### config.mk
export PLATFORM = sky130hd
export DESIGN_NAME = esl_clk_check_fsm_mc_flat
export DESIGN_NICKNAME = d
export VERILOG_FILES = /design/src/rtl/esl_clk_check_pkg.sv /design/src/rtl/esl_clk_check_fsm_mc_if.sv /design/src/rtl/esl_ref_timer.sv /design/src/rtl/esl_clk_check_fsm_mc.sv /design/src/flat_wrapper.sv
export SDC_FILE = /design/constraint.sdc
export NUM_CORES = 1
export LEC_CHECK = 0
export ABC_AREA = 1
export BUFFER_PORTS_ARGS = -buffer_cell sky130_fd_sc_hd__buf_2
export CAP_MARGIN = 15
export CORE_ASPECT_RATIO = 1.4
export CORE_MARGIN = 2
export CORE_UTILIZATION = 54
export CTS_BUF_LIST = sky130_fd_sc_hd__clkbuf_2 sky130_fd_sc_hd__clkbuf_4 sky130_fd_sc_hd__clkbuf_8
export DETAILED_ROUTE_END_ITERATION = 16
export PLACE_DENSITY = 0.78
export SLEW_MARGIN = 20
export SYNTH_ARGS = -nofsm -noshare
export SYNTH_HDL_FRONTEND = slang
export SYNTH_SLANG_ARGS = --single-unit
### constraint.sdc
create_clock -name ref_clk -period 2.85 [get_ports ref_clk]
set_input_delay 0.57 -clock ref_clk [delete_from_list [all_inputs] [get_ports ref_clk]]
set_output_delay 0.57 -clock ref_clk [all_outputs]
set_load 0.01 [all_outputs]
### src/rtl/esl_clk_check_pkg.sv
// Shared types and helpers for the multi-channel clock-check controller.
//   ctrl_state_e  : FSM state, encoding visible on control_fsm_state
//   FAIL_CNT_W    : width of each per-channel consecutive-failure counter
//   ch_width()    : channel-select width for a given channel count
//   clamp_window(): maps a zero test window onto a one-cycle window
package esl_clk_check_pkg;

    typedef enum logic [2:0] {
        ST_RESET           = 3'b000,
        ST_COUNT_ACK       = 3'b001,
        ST_COUNTING        = 3'b010,
        ST_NEXT_CH         = 3'b011,
        ST_FLAG_GEN        = 3'b100,
        ST_UNEXP_ERROR     = 3'b101,
        ST_CUT_CLK_STOPPED = 3'b110
    } ctrl_state_e;

    // Enough for a failure limit of up to 7.
    localparam int FAIL_CNT_W = 3;

    function automatic int ch_width(input int n);
        return (n > 1) ? $clog2(n) : 1;
    endfunction

    // Valid for timer widths up to 32 bits.
    function automatic logic [31:0] clamp_window(input logic [31:0] w);
        return (w == 32'd0) ? 32'd1 : w;
    endfunction

endpackage

### src/rtl/esl_clk_check_fsm_mc_if.sv
// Bundle between the clock-check controller and its surroundings.
//   slave  : controller side (takes enable/window/acks, drives selects/flags)
//   master : environment side (per-channel cut counters, flag gen, CSRs)
interface esl_clk_check_fsm_mc_if #(
    parameter int N_CH     = 4,
    parameter int TC_WIDTH = 16
) ();
    import esl_clk_check_pkg::*;

    localparam int CH_W = ch_width(N_CH);

    logic                enable;
    logic [TC_WIDTH-1:0] test_window;
    logic [N_CH-1:0]     reset_ack;
    logic [N_CH-1:0]     cut_count_available;
    logic                flag_int_error;
    logic [CH_W-1:0]     ch_sel;
    logic [N_CH-1:0]     reset_cut_count;
    logic [N_CH-1:0]     en_cut_count;
    logic                en_flag_gen;
    logic                cut_clock_stopped;
    logic [N_CH-1:0]     stopped_sticky;
    logic [2:0]          control_fsm_state;

    modport slave (
        input  enable, test_window, reset_ack, cut_count_available, flag_int_error,
        output ch_sel, reset_cut_count, en_cut_count, en_flag_gen,
               cut_clock_stopped, stopped_sticky, control_fsm_state
    );

    modport master (
        output enable, test_window, reset_ack, cut_count_available, flag_int_error,
        input  ch_sel, reset_cut_count, en_cut_count, en_flag_gen,
               cut_clock_stopped, stopped_sticky, control_fsm_state
    );

endinterface

### src/rtl/esl_ref_timer.sv
// Saturating reference-clock timer with a terminal-count compare.
//   clk, rst  : reference clock, async active-high reset
//   clear_i   : restart from zero on the next edge (wins over enable_i)
//   enable_i  : count up by one per cycle, holding at all-ones
//   limit_i   : window length in cycles (one bit wider than the counter)
//   tc_o      : high while the counter sits on limit_i - 1
module esl_ref_timer #(
    parameter int TC_WIDTH = 16
) (
    input  logic              clk,
    input  logic              rst,
    input  logic              clear_i,
    input  logic              enable_i,
    input  logic [TC_WIDTH:0] limit_i,
    output logic              tc_o
);

    logic [TC_WIDTH-1:0] count_q, count_d;

    // NOTE: every variable assigned in always_comb gets a default first, so
    // no path leaves it unassigned and no latch is inferred.
    always_comb begin
        count_d = count_q;
        if (clear_i) begin
            count_d = '0;
        end else if (enable_i && (count_q != '1)) begin
            count_d = count_q + TC_WIDTH'(1);
        end
    end

    // NOTE: sequential state uses non-blocking assignments so every flop
    // samples pre-edge values regardless of block ordering.
    always_ff @(posedge clk or posedge rst) begin
        if (rst) begin
            count_q <= '0;
        end else begin
            count_q <= count_d;
        end
    end

    // Compare at full width so a limit of 2^TC_WIDTH is reachable.
    assign tc_o = ({1'b0, count_q} == (limit_i - (TC_WIDTH + 1)'(1)));

endmodule

### src/rtl/esl_clk_check_fsm_mc.sv
// Round-robin clock-check controller: one reference-timer engine shared over
// N_CH clock-under-test counters, with a per-channel consecutive-failure
// filter before a channel is declared stopped.
//   ref_clk, ref_rst : reference clock, async active-high reset
//   bus (slave)      : enable/test_window/acks in; channel select, one-hot
//                      counter reset/enable, flag pulses, sticky status and
//                      state encoding out (all registered)
module esl_clk_check_fsm_mc #(
    parameter int N_CH        = 4,
    parameter int TC_WIDTH    = 16,
    parameter int ACK_TIMEOUT = 256,
    parameter int FAIL_LIMIT  = 2
) (
    input  logic                 ref_clk,
    input  logic                 ref_rst,
    esl_clk_check_fsm_mc_if.slave bus
);
    import esl_clk_check_pkg::*;

    localparam int                    CH_W      = ch_width(N_CH);
    localparam logic [TC_WIDTH:0]     ACK_LIMIT = (TC_WIDTH + 1)'(ACK_TIMEOUT);
    localparam logic [FAIL_CNT_W-1:0] FAIL_LIM  = FAIL_CNT_W'(FAIL_LIMIT);

    ctrl_state_e           state_q, state_d;
    logic [CH_W-1:0]       ch_sel_q, ch_sel_d;
    logic [FAIL_CNT_W-1:0] fail_cnt_q [N_CH];
    logic [FAIL_CNT_W-1:0] fail_next;
    logic                  fail_inc, fail_clr;
    logic [TC_WIDTH-1:0]   window_q, window_d;
    logic [TC_WIDTH:0]     limit;
    logic                  tc;

    logic [N_CH-1:0] sel_oh_d;
    logic [N_CH-1:0] reset_cut_q, reset_cut_d;
    logic [N_CH-1:0] en_cut_q, en_cut_d;
    logic [N_CH-1:0] sticky_q, sticky_d;
    logic            en_flag_gen_q, en_flag_gen_d;
    logic            cut_stopped_q, cut_stopped_d;

    // The timer restarts on every state change; the window length is only
    // meaningful while counting, otherwise the handshake timeout applies.
    assign limit = (state_q == ST_COUNTING) ? {1'b0, window_q} : ACK_LIMIT;

    esl_ref_timer #(
        .TC_WIDTH (TC_WIDTH)
    ) u_timer (
        .clk      (ref_clk),
        .rst      (ref_rst),
        .clear_i  (state_d != state_q),
        .enable_i (state_q != ST_UNEXP_ERROR),
        .limit_i  (limit),
        .tc_o     (tc)
    );

    // Next state, channel pointer and fail-counter update requests.
    always_comb begin
        state_d   = state_q;
        ch_sel_d  = ch_sel_q;
        fail_inc  = 1'b0;
        fail_clr  = 1'b0;
        fail_next = fail_cnt_q[ch_sel_q] + FAIL_CNT_W'(1);

        unique case (state_q)
            ST_RESET: begin
                if (bus.enable) state_d = ST_COUNT_ACK;
            end
            ST_COUNT_ACK: begin
                if (bus.reset_ack[ch_sel_q]) begin
                    state_d = ST_COUNTING;
                end else if (tc) begin
                    fail_inc = 1'b1;
                    state_d  = (fail_next < FAIL_LIM) ? ST_RESET : ST_CUT_CLK_STOPPED;
                end
            end
            ST_COUNTING: begin
                if (tc) state_d = ST_FLAG_GEN;
            end
            ST_FLAG_GEN: begin
                if (bus.cut_count_available[ch_sel_q]) begin
                    fail_clr = 1'b1;
                    state_d  = ST_NEXT_CH;
                end else if (tc) begin
                    fail_inc = 1'b1;
                    state_d  = (fail_next < FAIL_LIM) ? ST_RESET : ST_CUT_CLK_STOPPED;
                end
            end
            ST_CUT_CLK_STOPPED: begin
                fail_clr = 1'b1;
                state_d  = ST_NEXT_CH;
            end
            ST_NEXT_CH: begin
                ch_sel_d = (ch_sel_q == CH_W'(N_CH - 1)) ? '0 : ch_sel_q + CH_W'(1);
                state_d  = ST_RESET;
            end
            ST_UNEXP_ERROR: begin
                state_d = ST_UNEXP_ERROR;
            end
            default: begin
                state_d = ST_RESET;
            end
        endcase

        // An internal error pre-empts every other transition and side effect.
        if (bus.flag_int_error) begin
            state_d  = ST_UNEXP_ERROR;
            ch_sel_d = ch_sel_q;
            fail_inc = 1'b0;
            fail_clr = 1'b0;
        end
    end

    always_comb begin
        sel_oh_d           = '0;
        sel_oh_d[ch_sel_d] = 1'b1;
    end

    // Outputs are decoded from the upcoming state and registered, so each
    // output lines up with the state it belongs to.
    always_comb begin
        reset_cut_d   = ((state_d == ST_RESET) || (state_d == ST_COUNT_ACK)) ? sel_oh_d : '0;
        en_cut_d      = (state_d == ST_COUNTING) ? sel_oh_d : '0;
        en_flag_gen_d = ((state_q == ST_FLAG_GEN) && (state_d == ST_NEXT_CH)) ||
                        (state_d == ST_CUT_CLK_STOPPED);
        cut_stopped_d = (state_d == ST_CUT_CLK_STOPPED);
        sticky_d      = sticky_q | ((state_d == ST_CUT_CLK_STOPPED) ? sel_oh_d : '0);
        // Window is frozen on entry to COUNTING; later edits wait for the next one.
        window_d      = ((state_d == ST_COUNTING) && (state_q != ST_COUNTING)) ?
                        TC_WIDTH'(clamp_window(32'(bus.test_window))) : window_q;
    end

    always_ff @(posedge ref_clk or posedge ref_rst) begin
        if (ref_rst) begin
            state_q       <= ST_RESET;
            ch_sel_q      <= '0;
            window_q      <= TC_WIDTH'(1);
            reset_cut_q   <= '0;
            en_cut_q      <= '0;
            sticky_q      <= '0;
            en_flag_gen_q <= 1'b0;
            cut_stopped_q <= 1'b0;
        end else begin
            state_q       <= state_d;
            ch_sel_q      <= ch_sel_d;
            window_q      <= window_d;
            reset_cut_q   <= reset_cut_d;
            en_cut_q      <= en_cut_d;
            sticky_q      <= sticky_d;
            en_flag_gen_q <= en_flag_gen_d;
            cut_stopped_q <= cut_stopped_d;
        end
    end

    // NOTE: this small counter array is reset explicitly; a leftover count
    // after reset would shorten the failure filter on the first round.
    always_ff @(posedge ref_clk or posedge ref_rst) begin
        if (ref_rst) begin
            for (int i = 0; i < N_CH; i++) fail_cnt_q[i] <= '0;
        end else if (fail_clr) begin
            fail_cnt_q[ch_sel_q] <= '0;
        end else if (fail_inc) begin
            fail_cnt_q[ch_sel_q] <= fail_next;
        end
    end

    assign bus.ch_sel            = ch_sel_q;
    assign bus.reset_cut_count   = reset_cut_q;
    assign bus.en_cut_count      = en_cut_q;
    assign bus.en_flag_gen       = en_flag_gen_q;
    assign bus.cut_clock_stopped = cut_stopped_q;
    assign bus.stopped_sticky    = sticky_q;
    assign bus.control_fsm_state = state_q;

endmodule

### src/flat_wrapper.sv
// flat-port wrapper written by rule: the top's interface ports become plain ports
module esl_clk_check_fsm_mc_flat import esl_clk_check_pkg::*;
#(
    parameter int N_CH        = 4,
    parameter int TC_WIDTH    = 16,
    parameter int ACK_TIMEOUT = 256,
    parameter int FAIL_LIMIT  = 2
)
  (ref_clk, ref_rst, bus_enable, bus_test_window, bus_reset_ack, bus_cut_count_available, bus_flag_int_error, bus_ch_sel, bus_reset_cut_count, bus_en_cut_count, bus_en_flag_gen, bus_cut_clock_stopped, bus_stopped_sticky, bus_control_fsm_state);
  esl_clk_check_fsm_mc_if #(.N_CH(N_CH), .TC_WIDTH(TC_WIDTH)) bus_i ();
  input  logic ref_clk;
  input  logic ref_rst;
  input wire logic [$bits(bus_i.enable)-1:0] bus_enable;
  input wire logic [$bits(bus_i.test_window)-1:0] bus_test_window;
  input wire logic [$bits(bus_i.reset_ack)-1:0] bus_reset_ack;
  input wire logic [$bits(bus_i.cut_count_available)-1:0] bus_cut_count_available;
  input wire logic [$bits(bus_i.flag_int_error)-1:0] bus_flag_int_error;
  output wire logic [$bits(bus_i.ch_sel)-1:0] bus_ch_sel;
  output wire logic [$bits(bus_i.reset_cut_count)-1:0] bus_reset_cut_count;
  output wire logic [$bits(bus_i.en_cut_count)-1:0] bus_en_cut_count;
  output wire logic [$bits(bus_i.en_flag_gen)-1:0] bus_en_flag_gen;
  output wire logic [$bits(bus_i.cut_clock_stopped)-1:0] bus_cut_clock_stopped;
  output wire logic [$bits(bus_i.stopped_sticky)-1:0] bus_stopped_sticky;
  output wire logic [$bits(bus_i.control_fsm_state)-1:0] bus_control_fsm_state;
  assign bus_i.enable = bus_enable;
  assign bus_i.test_window = bus_test_window;
  assign bus_i.reset_ack = bus_reset_ack;
  assign bus_i.cut_count_available = bus_cut_count_available;
  assign bus_i.flag_int_error = bus_flag_int_error;
  assign bus_ch_sel = bus_i.ch_sel;
  assign bus_reset_cut_count = bus_i.reset_cut_count;
  assign bus_en_cut_count = bus_i.en_cut_count;
  assign bus_en_flag_gen = bus_i.en_flag_gen;
  assign bus_cut_clock_stopped = bus_i.cut_clock_stopped;
  assign bus_stopped_sticky = bus_i.stopped_sticky;
  assign bus_control_fsm_state = bus_i.control_fsm_state;
  esl_clk_check_fsm_mc #(.N_CH(N_CH), .TC_WIDTH(TC_WIDTH), .ACK_TIMEOUT(ACK_TIMEOUT), .FAIL_LIMIT(FAIL_LIMIT)) u_core (.ref_clk(ref_clk), .ref_rst(ref_rst), .bus(bus_i));
endmodule
==> run metrics, run 1 <==
Period Utilization, post-route=108.2%; placed cell count=703; ranking of synthesized cells by area=dfrtp_1 39%, nand2_1 13%, o21ai_0 7.9%, inv_1 5.5%, nand3_1 4.0%; register bit total from synthesis=63; Final Hold Fails=0; Die Wd=76.74 µm; CTS root buffer=clkbuf_8; Vias=4077; worst hold slack=0.2537 ns; Clock Path Buffers=2; RSZ-0062 raised after global routing=yes; LEAKAGE=2.577 nW; Std-Cell Rows=37; worst setup margin=-0.2330 ns; synth cell count leaders=142 x nand2_1, 63 x o21ai_0, 62 x dfrtp_1, 59 x inv_1, 42 x nor2_1; Setup-failing EPs final=40; clock slew at reported path FFs=0.08 ns; worst slew pin tran=0.5501 ns; wire per inst=15.38 µm; Async S/R FF share, synth=100.0%; RR Startpoint=u_core.bus.control_fsm_state[0]; fin crit period=between 3 and 4 ns; fill cell count=591; die area=8122 µm²; pwr/cell area=901.4 nW/µm²; largest net degree at the start of global routing=41; H-tree depth=3; Crit Path Category=reg -> reg; Clock Latency Late Sink=0.35 ns; synthesized instance count=541; max-slew violation count=0; global placer's final weighted congestion=0.9759; Core Region=between 7000 and 8000 µm²; Synth Warn #=0; Syn Area/Cell=7.394 µm²; Port Buffers=46; Cell Area, Synth=4000 µm²; failing checks=setup timing; Synth-to-Final Area Change=30.31%; count leader, synth=nand2_1; initial antenna violation count=0; Setup WS pre-CTS=-0.2931 ns; Post-synth EDFFs=0; syn nets=between 500 and 600; Num CTS Buffers=9; Max-Cap Viols=0; status=complete, but fails checks; r2r setup slk=-0.23 ns; first-pass GRT wire length=18580 µm; Final Instance Count excl. Fillers=between 700 and 800; die height=105.8 µm; post-DR vias/cell=5.570; top-level port count=47; Critical Path End Type=flop; reg2reg end=u_core.window_q[7]; Final ANT Viol Nets=0; initial cell density of the core=55.04%; TritonCTS Sinks=63; Synth top area share=approximately two fifths; Post-DP HPWL=8001 µm; VDD IR max=0.6843 mV; placed cell area=about 4600 µm²; Residual DRC=0; CP max FO=13; Final Total Pwr=4.698 mW; # nets final=665; share of cells above drive strength 1=31.50%; GRT Overall Usage=29.21%; total gr overflow=0; clk_skew=0.008034 ns; CTS tree=yes; final instance area=around 5200 µm²; worst path arrival time=3.36 ns; Iter 0 DRT Violations=193; Detailed Route WL=11260 µm; DRT Pass-1 Iters=5; cell taking the most area after synthesis=dfrtp_1; # hold bufs at CTS=0; Slew headroom=63.27%; Synth Flop Type=dfrtp_1; worst min path class=in -> async; type of origin of the critical path=flop; vias in the first global route=4109; sequential share of the synthesized area=39.44%; Cell variety after synth=39; Worst EP required=3.13 ns; R2R cell count=26; fmax=~0.32 GHz; n_diodes=0
[placed cells by master, fill, tap and decap left out, types with 13 or more instances in the layout]
| master | count |
|---|---|
| buf_2 | 46 |
| buf_4 | 33 |
| dfrtp_1 | 61 |
| inv_1 | 56 |
| nand2_1 | 118 |
| nand2_2 | 28 |
| nand3_1 | 31 |
| nor2_1 | 36 |
| o21ai_0 | 31 |
| o21ai_1 | 26 |
| o21ai_2 | 13 |
| xor2_1 | 15 |
[worst max path at each step]
stage | cells after the start | endpoint | startpoint | slack [ns]
floorplan | 26 | u_core.window_q[8] | u_core.bus.control_fsm_state[0] | -0.19
global placement | 22 | u_core.u_timer.count_q[10] | u_core.bus.control_fsm_state[0] | -0.17
detailed placement | 22 | u_core.u_timer.count_q[11] | u_core.bus.control_fsm_state[0] | -0.29
CTS | 25 | u_core.window_q[7] | u_core.bus.control_fsm_state[0] | -0.17
global route | 25 | u_core.window_q[2] | u_core.bus.control_fsm_state[0] | -0.45
finish | 26 | u_core.window_q[7] | u_core.bus.control_fsm_state[0] | -0.23
[state kept, by name (all words and copies together) (netlist names)]
register and cells:
u_core.bus.en_flag_gen 1, u_core.bus.control_fsm_state 3, u_core.u_timer.count_q 16, u_core.bus.cut_clock_stopped 1, u_core.bus.reset_cut_count 4, u_core.window_q 16
u_core.bus.ch_sel 2, u_core.fail_cnt_q 12, u_core.bus.stopped_sticky 4, u_core.bus.en_cut_count 4
[worst max-delay path, cell delays in order (launching register included)]
cell and delay, ns:
dfrtp_2 0.41, inv_2 0.07, buf_4 0.10, buf_4 0.09, buf_4 0.13, nand3_1 0.08, buf_4 0.18, a21oi_1 0.21
nor2_1 0.11, nand3_1 0.10, nand2_1 0.06, nand2_1 0.06, nand2_1 0.05, inv_1 0.05, nand2_1 0.05, nor2_2 0.14
nand2_2 0.10, nand2_1 0.07, nand3_1 0.08, nand2_2 0.11, nand2_2 0.08, nor2_4 0.14, nand2_4 0.09, nor2_8 0.16
buf_12 0.15, nand2_1 0.07, o21ai_1 0.08
[power breakdown]
part | switching [mW] | total (mW) | internal [mW]
logic | 1.53 | 2.39 | 0.860
clock network | 0.377 | 1.05 | 0.672
registers | 0.175 | 1.26 | 1.09
total | 2.08 | 4.70 | 2.62
[kinds of logic (layout without fill, tap and decap cells)]
group           after synthesis  after routing  share of synthesized area [%]
mux                           1              1                         0.2502
fa+ha+maj                     7              7                          2.189
xor+xnor                     17             17                          3.722
compound gates               91             91                          12.76
simple gates                281            281                          32.84
buf+inv                      81            175                          8.789
flops                        63             63                          39.44
[through the flow]
stage          TNS, ns  utilization, %
4_1_cts         -2.738           69.77
5_1_grt         -18.38           71.72
3_5_place_dp    -7.584           62.64
6_report        -5.511           71.72
3_3_place_gp    -3.710           62.64
2_1_floorplan   -4.067               -
[per-layer routing]
metal	up-vias	track usage (%)	part of all wire, %
met5	-	0	0
met4	0	16.10	3.8
met3	37	5.308	4.1
met2	145	53.82	55
met1	1943	30.94	37
li1	1952	-	-
[final cells by class]
| class | count | area [µm²] | area share (%) |
|---|---|---|---|
| Sequential cell | 63 | 1579 | 30.29 |
| Timing Repair inverter | 1 | 6.256 | 0.1200 |
| Multi-Input combinational cell | 397 | 2315 | 44.41 |
| Inverter | 69 | 269.0 | 5.161 |
| Clock buffer | 9 | 123.9 | 2.376 |
| Timing Repair Buffer | 89 | 653.1 | 12.53 |
| Clock inverter | 7 | 145.1 | 2.784 |
| Tap cell | 97 | 121.4 | 2.328 |
[repair_timing]
action                                 CTS  global route
gates cloned                             3             0
pin swaps                               10             9
endpoints found under the hold margin    0             0
setup endpoints to repair               55            58
resized for setup                       38            61
buffers inserted                         8             2
No activity file was read; power rests on OpenSTA's default activity.
==> run 2, diff against run 1 <==
- ABC_AREA: 1 -> default
- CORE_UTILIZATION: 54 -> 53
- CTS_BUF_LIST: sky130_fd_sc_hd__clkbuf_2 sky130_fd_sc_hd__clkbuf_4 sky130_fd_sc_hd__clkbuf_8 -> sky130_fd_sc_hd__clkbuf_4 sky130_fd_sc_hd__clkbuf_8 sky130_fd_sc_hd__clkbuf_16
- PLACE_DENSITY: 0.78 -> 0.75
==> run 2 against run 1 <==
Effect of this change:
- the flow still finishes with violations (setup timing)
- routed wire length shrank 1.1%
- non-clock buffer count grew 32
- first-iteration DRC count grew 95%
- final cell count shrank 13%
- via count shrank 7.9%
- fmax shrank 16%
- clock skew shrank 0.0013 ns
- design area shrank 0.67%
- critical path type unchanged
- highest routed layer unchanged
==> run metrics, run 2 <==
GR Util met1=30.90% (-0.046 points); CP bufs+invs=3 (-4); synth cell count leaders=62 x dfrtp_1, 47 x nand2_1, 45 x nor2_1, 25 x o21ai_0, 17 x inv_1; Worst EP required=3.10 ns (-0.03 ns); Synth-to-Final Area Change=33.79%; Slowest-stage cell, CP=or4_1; LEAKAGE=2.439 nW (-5.4%); fmax=0.2709 GHz (-16%); clk_skew=0.006717 ns (-0.001317 ns); Vias=3754 (-7.9%); Post-synth EDFFs=0 (unchanged); Synth Flop Type=dfrtp_1; vias in the first global route=3795 (-7.6%); sequential share of the synthesized area=40.77% (+1.3 points); initial antenna violation count=0 (unchanged); final instance area=5177 µm² (-0.67%); worst slew pin tran=0.5208 ns (-0.02928 ns); TNS Setup=-38.90 ns (-33.39 ns); GR peak layer=met2; RSZ-0062 raised after global routing=yes; wire per inst=17.54 µm (+14%); critical path's most frequent cell=buf_4; Final Hold Fails=0 (unchanged); worst hold slack=0.1826 ns (-0.07118 ns); Syn Area/Cell=9.192 µm² (+24%); Async S/R FF share, synth=100.0% (unchanged); max-slew violation count=0 (unchanged); Port Buffers=46 (unchanged); Max-Cap Viols=0 (unchanged); Clock Latency Late Sink=0.36 ns (about the same); Period Utilization, post-route=129.5% (+21 points); Setup-failing EPs final=61 (+53%); largest net degree at the start of global routing=49 (+20%); CP Cell Sequence=or4_1 -> buf_4 -> nor3_1 -> xor2_1 -> mux2i_1 -> o211ai_2 -> nor4_4 -> o21bai_1 -> o21bai_4 -> nor3_4 -> buf_4 -> buf_16 -> mux2_2; die area=8011 µm² (-1.4%); cell taking the most area after synthesis=dfrtp_1; clock slew at reported path FFs=0.07 ns (about the same); # hold bufs at CTS=0 (unchanged); DRT Pass-1 Iters=5 (unchanged); initial cell density of the core=55.07% (about the same); n_diodes=0 (unchanged); top-level port count=47 (unchanged); # nets final=570 (-14%); Post-DP HPWL=8029 µm (+0.35%); synthesized instance count=421 (-22%); most frequent cells in the layout=71 x buf_4, 62 x dfrtp_1, 46 x buf_2; GR Layer Usage met3=4.404% (-0.90 points); Cell variety after synth=63 (+62%); worst min path class=in -> async; post-synthesis compound-gate area fraction=14.10% (+1.3 points); total gr overflow=0 (unchanged); worst path arrival time=3.94 ns (+0.58 ns); Std-Cell Rows=36 (-2.7%); TritonCTS Sinks=63 (unchanged); worst setup margin=-0.8418 ns (-0.6088 ns); Synth Area in XOR/XNOR=4.753% (+1.0 points); post-DR vias/cell=5.912 (+6.1%); main combinational cell family by area after synthesis=simple AND/OR/NAND/NOR gates; die height=105.1 µm (-0.69%); syn nets=456 (-21%); Die Wd=76.22 µm (-0.68%); count leader, synth=dfrtp_1; largest stage delay on the critical path=0.59 ns (+0.18 ns); Synth top area share=40.09% (+1.3 points); status=complete, but fails checks; CP max FO=8 (-5); placed cell area=4713 µm² (+3.5%); Detailed Route WL=11140 µm (-1.1%); biggest regs=u_core.u_timer.count_q (16), u_core.window_q (16), u_core.fail_cnt_q (12); Adder-Cell Fraction of Synth Area=2.263% (+0.074 points); first-pass GRT wire length=18040 µm (-2.9%); CP top delay family=simple AND/OR/NAND/NOR gates; CTS root buffer=clkbuf_8; register bit total from synthesis=63 (unchanged); post-synthesis mux area share=9.408% (+9.2 points); Simple-Gate Fraction of Synth Area=24.93% (-7.9 points); VDD IR max=0.6888 mV (+0.66%); Iter 0 DRT Violations=376 (+95%); ranking of synthesized cells by area=dfrtp_1 40%, nand2_1 4.6%, nor2_1 4.4%, mux2_1 3.5%, o21ai_0 3.2%; H-tree depth=3 (unchanged); commonest non-fill, non-tap cell in the layout=buf_4; Residual DRC=0 (unchanged); Final ANT Viol Nets=0 (unchanged); share of cells above drive strength 1=34.44% (+2.9 points); Synth Warn #=0 (unchanged); Clock Path Buffers=2 (unchanged); global placer's final weighted congestion=0.9277 (-4.9%); CTS tree=yes; pwr/cell area=887.9 nW/µm² (-1.5%); Num CTS Buffers=9 (unchanged); Slew headroom=64.96% (+1.7 points); met2 usage=51.64% (-2.2 points); Crit Path Category=reg -> reg; Core Region=7027 µm² (-3.3%); fin crit period=3.692 ns (+0.6088 ns); type of origin of the critical path=flop; GRT Overall Usage=28.64% (-0.57 points); failing checks=setup timing; Critical Path End Type=flop; Cell Area, Synth=3870 µm² (-3.3%)
## run 2: metal layers
layer	share of wire, %	wire [µm]	vias to the layer above
li1	-	-	1747
met1	38	4247	1847
met3	3.9	435	36
met2	54	5979	124
met4	4.2	472	0
met5	0	0	-
## run 2: power by group
part	switching, mW	internal [mW]	total (mW)
logic	1.27	1.11	2.38
registers	0.165	1.07	1.24
clock network	0.367	0.614	0.981
total	1.80	2.79	4.60
## run 2: path summary, 6_finish.rpt
path	startpoint	endpoint	slack [ns]	depth (start not counted)
max reg2reg	u_core.window_q[0]	u_core.window_q[13]	-0.84	13
min reg2reg	u_core.bus.stopped_sticky[0]	u_core.bus.stopped_sticky[0]	0.47	1
max in group asynchronous	ref_rst	u_core.window_q[0]	2.03	3
min	ref_rst	u_core.u_timer.count_q[11]	0.18	2
max	u_core.window_q[0]	u_core.window_q[13]	-0.84	13
min in group ref_clk	bus_test_window[15]	u_core.window_q[15]	0.44	2
## run 2: logic make-up after synthesis
logic type / count (synthesis)
mux: 28
compound gates: 79
buf+inv: 36
xor+xnor: 21
simple gates: 187
flops: 63
fa+ha+maj: 7
## run 2: cell type report
type | instances | area (µm²)
clock buffer | 11 | 145.1
timing repair buffer | 121 | 850.8
fill | 549 | 1849
sequential | 63 | 1578
tap | 95 | 118.9
inverter | 17 | 63.81
clock inverter | 5 | 105.1
multi-input combinational | 323 | 2316
## run 2: stage by stage
stage | setup slack, ns | total power, mW | cells | util [%]
floorplan | -1.292 | 2.522 | 421 | -
global placement | -0.7218 | 3.347 | 609 | 67.08
detailed placement | -0.8566 | 3.396 | 609 | 67.08
CTS | -0.8069 | 4.460 | 633 | 72.29
global route | -1.012 | 4.854 | 635 | 73.68
finish | -0.8418 | 4.597 | 635 | 73.68
## run 2: repair_timing
action	in CTS	in global routing
resized for setup	8	17
setup buffers	6	7
pin swaps	9	10
cloned	2	0
setup endpoints to repair	60	61
